**src/rtl/qsys_basic_rgb_fader_if.sv**
```systemverilog
// Avalon-MM control slave and Avalon-ST colour source of the RGB fader.
// Signal names follow the Qsys/Platform Designer port naming of the block.
interface qsys_basic_rgb_fader_if;
  logic [1:0]  avs_CTRL_address;
  logic [31:0] avs_CTRL_writedata;
  logic [31:0] avs_CTRL_readdata;
  logic [3:0]  avs_CTRL_byteenable;
  logic        avs_CTRL_write;
  logic        avs_CTRL_read;
  logic        avs_CTRL_waitrequest;
  logic [23:0] aso_LEDS_data;
  logic        aso_LEDS_valid;
  logic        aso_LEDS_ready;

  modport slave (
    input  avs_CTRL_address, avs_CTRL_writedata, avs_CTRL_byteenable,
           avs_CTRL_write, avs_CTRL_read, aso_LEDS_ready,
    output avs_CTRL_readdata, avs_CTRL_waitrequest, aso_LEDS_data, aso_LEDS_valid
  );

  modport master (
    output avs_CTRL_address, avs_CTRL_writedata, avs_CTRL_byteenable,
           avs_CTRL_write, avs_CTRL_read, aso_LEDS_ready,
    input  avs_CTRL_readdata, avs_CTRL_waitrequest, aso_LEDS_data, aso_LEDS_valid
  );
endinterface

```
**src/rtl/qsys_basic_rgb_fader.sv**
```systemverilog
// RGB fader: ramps a 24-bit colour from COLOR_A to COLOR_B, one stream beat per step.
// Define RGB_FADER_IRQ_EN to add the ins_IRQ_irq completion interrupt and W1C on DONE.
module qsys_basic_rgb_fader #(
  parameter int PRESCALE_W = 16,
  parameter int STEP_SIZE  = 1
) (
  input  logic csi_MCLK_clk,
  input  logic rsi_MRST_reset_n,
`ifdef RGB_FADER_IRQ_EN
  output logic ins_IRQ_irq,
`endif
  qsys_basic_rgb_fader_if.slave bus
);
  typedef enum logic [1:0] {S_IDLE, S_EMIT, S_WAIT} state_t;

  localparam logic [7:0] STEP8 = 8'(STEP_SIZE);

  state_t                state_q, state_d;
  logic                  en_q, en_d, loop_q, loop_d, done_q, done_d;
  logic                  tgt_b_q, tgt_b_d;
  logic [23:0]           col_a_q, col_a_d, col_b_q, col_b_d;
  logic [23:0]           cur_q, cur_d, tgt_q, tgt_d, cur_step;
  logic [PRESCALE_W-1:0] div_q, div_d, cnt_q, cnt_d, div_eff;
  logic [31:0]           m_a, m_b, m_div;
  logic                  accept;
  logic                  unused_rd;

  function automatic logic [31:0] be_merge(input logic [31:0] old, input logic [31:0] wd,
                                           input logic [3:0] be);
    logic [31:0] r;
    r = old;
    for (int i = 0; i < 4; i++)
      if (be[i]) r[i*8 +: 8] = wd[i*8 +: 8];
    return r;
  endfunction

  // Move one channel toward its target, landing exactly on it rather than overshooting.
  function automatic logic [7:0] step_ch(input logic [7:0] c, input logic [7:0] t);
    logic [7:0] d;
    if (c < t) begin
      d = t - c;
      return (d > STEP8) ? c + STEP8 : t;
    end
    d = c - t;
    return (d > STEP8) ? c - STEP8 : t;
  endfunction

  assign cur_step = {step_ch(cur_q[23:16], tgt_q[23:16]),
                     step_ch(cur_q[15:8],  tgt_q[15:8]),
                     step_ch(cur_q[7:0],   tgt_q[7:0])};
  assign div_eff  = (div_q == '0) ? PRESCALE_W'(1) : div_q;
  assign accept   = (state_q == S_EMIT) && bus.aso_LEDS_ready;
  assign unused_rd = bus.avs_CTRL_read;

  always_comb begin
    state_d = state_q;
    en_d    = en_q;
    loop_d  = loop_q;
    done_d  = done_q;
    tgt_b_d = tgt_b_q;
    col_a_d = col_a_q;
    col_b_d = col_b_q;
    div_d   = div_q;
    cur_d   = cur_q;
    tgt_d   = tgt_q;
    cnt_d   = cnt_q;
    m_a     = be_merge(32'(col_a_q), bus.avs_CTRL_writedata, bus.avs_CTRL_byteenable);
    m_b     = be_merge(32'(col_b_q), bus.avs_CTRL_writedata, bus.avs_CTRL_byteenable);
    m_div   = be_merge(32'(div_q),   bus.avs_CTRL_writedata, bus.avs_CTRL_byteenable);

    if (bus.avs_CTRL_write) begin
      case (bus.avs_CTRL_address)
        2'd0: begin
          if (bus.avs_CTRL_byteenable[0]) begin
            loop_d = bus.avs_CTRL_writedata[1];
            if (state_q == S_IDLE) begin
              en_d = bus.avs_CTRL_writedata[0];
              if (bus.avs_CTRL_writedata[0] && !en_q) begin
                cur_d   = col_a_q;
                tgt_d   = col_b_q;
                tgt_b_d = 1'b1;
                done_d  = 1'b0;
              end
            end else begin
              // While running, ENABLE can only be dropped, never re-armed.
              en_d = en_q & bus.avs_CTRL_writedata[0];
            end
          end
`ifdef RGB_FADER_IRQ_EN
          if (bus.avs_CTRL_byteenable[1] && bus.avs_CTRL_writedata[8]) done_d = 1'b0;
`endif
        end
        2'd1: col_a_d = m_a[23:0];
        2'd2: col_b_d = m_b[23:0];
        2'd3: div_d   = m_div[PRESCALE_W-1:0];
      endcase
    end

    // FSM updates come last so a completion wins over a same-cycle DONE clear.
    case (state_q)
      S_IDLE: if (en_q) state_d = S_EMIT;
      S_EMIT: begin
        if (accept) begin
          if (!en_q) begin
            state_d = S_IDLE;
          end else if (cur_q == tgt_q && !loop_q) begin
            done_d  = 1'b1;
            en_d    = 1'b0;
            state_d = S_IDLE;
          end else begin
            if (cur_q == tgt_q) begin
              tgt_b_d = !tgt_b_q;
              tgt_d   = tgt_b_q ? col_a_q : col_b_q;
            end
            cnt_d   = div_eff - PRESCALE_W'(1);
            state_d = S_WAIT;
          end
        end
      end
      S_WAIT: begin
        if (!en_q) begin
          state_d = S_IDLE;
        end else if (cnt_q == '0) begin
          cur_d   = cur_step;
          state_d = S_EMIT;
        end else begin
          cnt_d = cnt_q - PRESCALE_W'(1);
        end
      end
      default: state_d = S_IDLE;
    endcase
  end

  always_ff @(posedge csi_MCLK_clk) begin
    if (!rsi_MRST_reset_n) begin
      state_q <= S_IDLE;
      en_q    <= 1'b0;
      loop_q  <= 1'b0;
      done_q  <= 1'b0;
      tgt_b_q <= 1'b0;
      col_a_q <= '0;
      col_b_q <= '0;
      div_q   <= '0;
      cur_q   <= '0;
      tgt_q   <= '0;
      cnt_q   <= '0;
    end else begin
      state_q <= state_d;
      en_q    <= en_d;
      loop_q  <= loop_d;
      done_q  <= done_d;
      tgt_b_q <= tgt_b_d;
      col_a_q <= col_a_d;
      col_b_q <= col_b_d;
      div_q   <= div_d;
      cur_q   <= cur_d;
      tgt_q   <= tgt_d;
      cnt_q   <= cnt_d;
    end
  end

`ifdef RGB_FADER_IRQ_EN
  logic irq_q;
  always_ff @(posedge csi_MCLK_clk) begin
    if (!rsi_MRST_reset_n) irq_q <= 1'b0;
    else                   irq_q <= done_q;
  end
  assign ins_IRQ_irq = irq_q;
`endif

  always_comb begin
    bus.avs_CTRL_readdata = '0;
    case (bus.avs_CTRL_address)
      2'd0: bus.avs_CTRL_readdata = {(state_q != S_IDLE), 22'd0, done_q, 6'd0, loop_q, en_q};
      2'd1: bus.avs_CTRL_readdata = 32'(col_a_q);
      2'd2: bus.avs_CTRL_readdata = 32'(col_b_q);
      2'd3: bus.avs_CTRL_readdata = 32'(div_q);
    endcase
  end

  assign bus.avs_CTRL_waitrequest = 1'b0;
  assign bus.aso_LEDS_data        = cur_q;
  assign bus.aso_LEDS_valid       = (state_q == S_EMIT);
endmodule

```
**src/flat_wrapper.sv**
```systemverilog
// flat-port wrapper written by rule: the top's interface ports become plain ports
module qsys_basic_rgb_fader_flat 
#(
  parameter int PRESCALE_W = 16,
  parameter int STEP_SIZE  = 1
)
  (csi_MCLK_clk, rsi_MRST_reset_n, bus_avs_CTRL_address, bus_avs_CTRL_writedata, bus_avs_CTRL_byteenable, bus_avs_CTRL_write, bus_avs_CTRL_read, bus_aso_LEDS_ready, bus_avs_CTRL_readdata, bus_avs_CTRL_waitrequest, bus_aso_LEDS_data, bus_aso_LEDS_valid);
  qsys_basic_rgb_fader_if bus_i ();
  input  logic csi_MCLK_clk;
  input  logic rsi_MRST_reset_n;
  input wire logic [$bits(bus_i.avs_CTRL_address)-1:0] bus_avs_CTRL_address;
  input wire logic [$bits(bus_i.avs_CTRL_writedata)-1:0] bus_avs_CTRL_writedata;
  input wire logic [$bits(bus_i.avs_CTRL_byteenable)-1:0] bus_avs_CTRL_byteenable;
  input wire logic [$bits(bus_i.avs_CTRL_write)-1:0] bus_avs_CTRL_write;
  input wire logic [$bits(bus_i.avs_CTRL_read)-1:0] bus_avs_CTRL_read;
  input wire logic [$bits(bus_i.aso_LEDS_ready)-1:0] bus_aso_LEDS_ready;
  output wire logic [$bits(bus_i.avs_CTRL_readdata)-1:0] bus_avs_CTRL_readdata;
  output wire logic [$bits(bus_i.avs_CTRL_waitrequest)-1:0] bus_avs_CTRL_waitrequest;
  output wire logic [$bits(bus_i.aso_LEDS_data)-1:0] bus_aso_LEDS_data;
  output wire logic [$bits(bus_i.aso_LEDS_valid)-1:0] bus_aso_LEDS_valid;
  assign bus_i.avs_CTRL_address = bus_avs_CTRL_address;
  assign bus_i.avs_CTRL_writedata = bus_avs_CTRL_writedata;
  assign bus_i.avs_CTRL_byteenable = bus_avs_CTRL_byteenable;
  assign bus_i.avs_CTRL_write = bus_avs_CTRL_write;
  assign bus_i.avs_CTRL_read = bus_avs_CTRL_read;
  assign bus_i.aso_LEDS_ready = bus_aso_LEDS_ready;
  assign bus_avs_CTRL_readdata = bus_i.avs_CTRL_readdata;
  assign bus_avs_CTRL_waitrequest = bus_i.avs_CTRL_waitrequest;
  assign bus_aso_LEDS_data = bus_i.aso_LEDS_data;
  assign bus_aso_LEDS_valid = bus_i.aso_LEDS_valid;
  qsys_basic_rgb_fader #(.PRESCALE_W(PRESCALE_W), .STEP_SIZE(STEP_SIZE)) u_core (.csi_MCLK_clk(csi_MCLK_clk), .rsi_MRST_reset_n(rsi_MRST_reset_n), .bus(bus_i));
endmodule
```
**config.mk**
```make
export PLATFORM = sky130hd
export DESIGN_NAME = qsys_basic_rgb_fader_flat
export DESIGN_NICKNAME = d
export VERILOG_FILES = /design/src/rtl/qsys_basic_rgb_fader_if.sv /design/src/rtl/qsys_basic_rgb_fader.sv /design/src/flat_wrapper.sv
export SDC_FILE = /design/constraint.sdc
export NUM_CORES = 1
export LEC_CHECK = 0
export CORE_UTILIZATION = 60
export DETAILED_ROUTE_END_ITERATION = 7
export PLACE_DENSITY = 0.84
export SLEW_MARGIN = 20
export SYNTH_ARGS = -nofsm -noshare
export SYNTH_HDL_FRONTEND = slang
export SYNTH_SLANG_ARGS = --single-unit
```
**constraint.sdc**
```tcl
create_clock -name csi_MCLK_clk -period 8.3 [get_ports csi_MCLK_clk]
set_input_delay 1.66 -clock csi_MCLK_clk [delete_from_list [all_inputs] [get_ports csi_MCLK_clk]]
set_output_delay 1.66 -clock csi_MCLK_clk [all_outputs]
set_load 0.01 [all_outputs]
```
==> results.md <==
- Status: complete, no violations
- Sequential fraction of the synthesis area: between 20 and 30%
- Post-synth top area cell: dfxtp_1
- Reg2reg setup slack: ~4.8 ns
- Fill cell count: 1217
- Port bufs: between 80 and 90
- Share of post-route cells with drive strength above 1: 6.91%
- First-pass GRT wire length: around 45 mm
- # hold bufs at CTS: 0
- Crit-path max FO: 23
- FF-to-FF path depth: 10
- Vias per cell: ~6.4
- Number of DRC markers in iteration 0: roughly 860
- Largest cells by area after synthesis: dfxtp_1 28%, nand2_1 7.2%, ha_1 6.8%
- Number of synthesized register bits: 134
- Via count: between 9k and 10k
- ANT cells: 0
- Max-cap viol count: 0
- Sequential share of power: around 38%
- Crit path kind: primary input to primary output
- Layout area overhead: 15.2%
- DP Area: between 10000 and 15000 sq um
- Nets: between 1k and 1.5k
- Maximum VDD drop: ~0.15 mV
- Final setup violation count: 0
- Power per standard cell area: approximately 160 nW/um^2
- Drt drc: 0
- Die area: 16500 sq um
- Synth cell types: 85
- Rel. slew slack: a little over a quarter
- H-tree levels: 4
- Compound-Gate Fraction of Synth Area: around a quarter
- Post-DRT Antenna Nets: 0
- Worst min path class: flop to flop
- Clock root cell: clkbuf_16
- Post-Synth Simple-Gate Area: approximately a quarter
- Clock Power Share: between 40% and 50%
- Num CTS Buffers: 17
- Antenna violations before repair: 0
- RSZ-0062 raised after global routing: false
- HPWL after detailed placement: 19.6 mm
- Core Box Area: about 15000 sq um
- GRT overflow: 0
- Initial core utilization: around 62%
- Worst-Skew Late Latency: ~0.42 ns
- Tightest Pin Transition: 1.10 ns
- TNS Setup: 0 ns
- Internal: between 1 and 1.5 mW
- Clk sink count: ~130
- Switching portion of total power: 26.8%
- Predominant post-synthesis flop cell: dfxtp_1
- Crit start category: primary input
- Post-cts gate resize count: 0
- Placed insts: approximately 1.5k
- CP endpoint kind: primary output
- Peak Freq: between 0.15 and 0.2 GHz
- Largest net degree at the start of global routing: 82
- Top cells by count, synth: 184 x nand2_1, 134 x dfxtp_1, 123 x a21oi_1
- Largest family of logic cells by synthesized area: compound AO/OA/AOI/OAI gates
- Mapped cell area: approximately 9600 sq um
- Critical R2R Capture: u_core.bus.aso_LEDS_data[10]$_SDFF_PN0_
- Setup Fix Bufs, Post-CTS: 0
- First-pass DRT Iterations: 6
- Mux contribution to synthesized area: 6.44%
- CP required: about 6.6 ns
- WL final: ~28 mm
- WL/cell: around 18 um
- Post-synthesis xor/xnor area fraction: approximately 3%
- Routability cong.: roughly 0.94
- Fin. max-slew vios: 0
- Warnings from Yosys: 0
- Hold path start: u_core.col_b_q[21]$_SDFFE_PN0P_
- Hold depth: 2
- Vias in the first global route: 9171
- Leak: 4.28 nW
- Top-count cell post-synth: nand2_1
- Width of the chip: 128 um
- Async SR Flop Fraction: 0%
- Min Tclk post-route: around 5.8 ns
- Placement row count: 45
- # IOs: about 100
- Chip Height: around 130 um
- Comb pwr share: between 10% and 20%
- Final std cells w/o fill: around 1.5k
- Reg2reg start: u_core.bus.aso_LEDS_data[10]$_SDFF_PN0_
- Synth top area share: ~28%
- Worst-path clk slew: roughly 0.06 ns
- Net Switching: approximately 470 uW
- Share of the clock period used by the worst path: a little over two thirds
- Worst Skew: 0.00632 ns
- All-layer global routing usage: 33.8%
- Crit path DAT: 4.14 ns
- Cells after synthesis: roughly 1.3k
- Post-synth EDFFs: 0
- Post-synthesis area per instance: roughly 7.6 sq um
- Clock Tree Buf Depth: 2
- Fin area: 11000 sq um
- Hold Path Sink: u_core.col_b_q[21]$_SDFFE_PN0P_
- Adder-Cell Fraction of Synth Area: under 10%
- CTS tree: built
- Final hold vios: 0
## flip-flops by register name, summed over array words and instances, names as in the netlist
register and cells:
u_core.bus.aso_LEDS_data 24, u_core.col_a_q 24, u_core.col_b_q 24, u_core.tgt_q 24, u_core.cnt_q 16, u_core.div_q 16, u_core.state_q 2, u_core.done_q 1
u_core.en_q 1, u_core.loop_q 1, u_core.tgt_b_q 1
## worst max-delay path: stages
cell	delay, ns
clkdlybuf4s50_1	0.46
buf_4	0.29
nor2b_1	0.85
a22o_1	0.31
clkdlybuf4s50_1	0.55
## worst max-delay path by stage
stage                                            to               startpoint  depth (start not counted)  slack (ns)
after floorplan           bus_avs_CTRL_readdata[10]  bus_avs_CTRL_address[0]                          3        4.08
after global placement     bus_avs_CTRL_readdata[7]  bus_avs_CTRL_address[0]                          5        2.41
after detailed placement  bus_avs_CTRL_readdata[16]  bus_avs_CTRL_address[0]                          5        2.33
after CTS                 bus_avs_CTRL_readdata[16]  bus_avs_CTRL_address[0]                          5        2.33
after global routing      bus_avs_CTRL_readdata[16]  bus_avs_CTRL_address[1]                          5        2.44
final                     bus_avs_CTRL_readdata[16]  bus_avs_CTRL_address[1]                          5        2.50
## cells by family (layout without fill, tap and decap cells)
| family | count (synthesis) | count (layout) |
|---|---|---|
| compound gates | 359 | 359 |
| fa+ha+maj | 58 | 58 |
| flops | 134 | 134 |
| other cells | 1 | 8 |
| xor+xnor | 32 | 32 |
| mux | 56 | 56 |
| buf+inv | 137 | 183 |
| simple gates | 487 | 487 |
## final cells by class
type                       count  area [sq um]  area share (%)
multi-input combinational   1000          6350            57.6
sequential                   134          2680            24.3
timing repair buffer          89           873            7.92
inverter                      62           233            2.11
clock inverter                 8           145            1.32
tap                          211           264            2.39
clock buffer                  24           482            4.37
## layout by cell type, fill, tap and decap left out, drive strengths merged, types with 20 or more instances in the layout
cell type	synthesis	routed
mux2i	38	38
inv	62	62
nand2	184	184
a22o	21	21
dfxtp	134	134
nor2	121	121
clkdlybuf4s50	0	82
ha	52	52
xnor2	20	20
a21oi	127	127
clkbuf	50	24
o21ai	81	81
nor3	45	45
nand3	24	24
## metal layers
metal  track usage (%)  share of wire, %  up-vias  wire (um)
met3              5.34               7.5       73       2060
met2              57.3                48      490      13200
li1                  -                 -     4602          -
met1              43.0                42     4606      11400
met4              13.6               3.0        0        838
met5                 0                 0        -          0
## power groups by stage
stage | sequential (mW) | clock, mW | combinational, mW
3_3_place_gp | 0.684 | 0 | 0.280
6_report | 0.671 | 0.803 | 0.297
3_5_place_dp | 0.684 | 0 | 0.286
4_1_cts | 0.670 | 0.802 | 0.290
5_1_grt | 0.672 | 0.831 | 0.321
2_1_floorplan | 0.679 | 0 | 0.210
## per-stage QoR
stage	setup slack, ns	util [%]	hold slack, ns	total power, mW
5_1_grt	2.44	71.8	0.489	1.82
4_1_cts	2.33	71.7	0.473	1.76
3_5_place_dp	2.33	67.7	0.465	0.970
3_3_place_gp	2.41	67.7	0.459	0.964
6_report	2.50	71.8	0.473	1.77
2_1_floorplan	4.08	-	0.446	0.889
No activity file was read; power rests on OpenSTA's default activity.
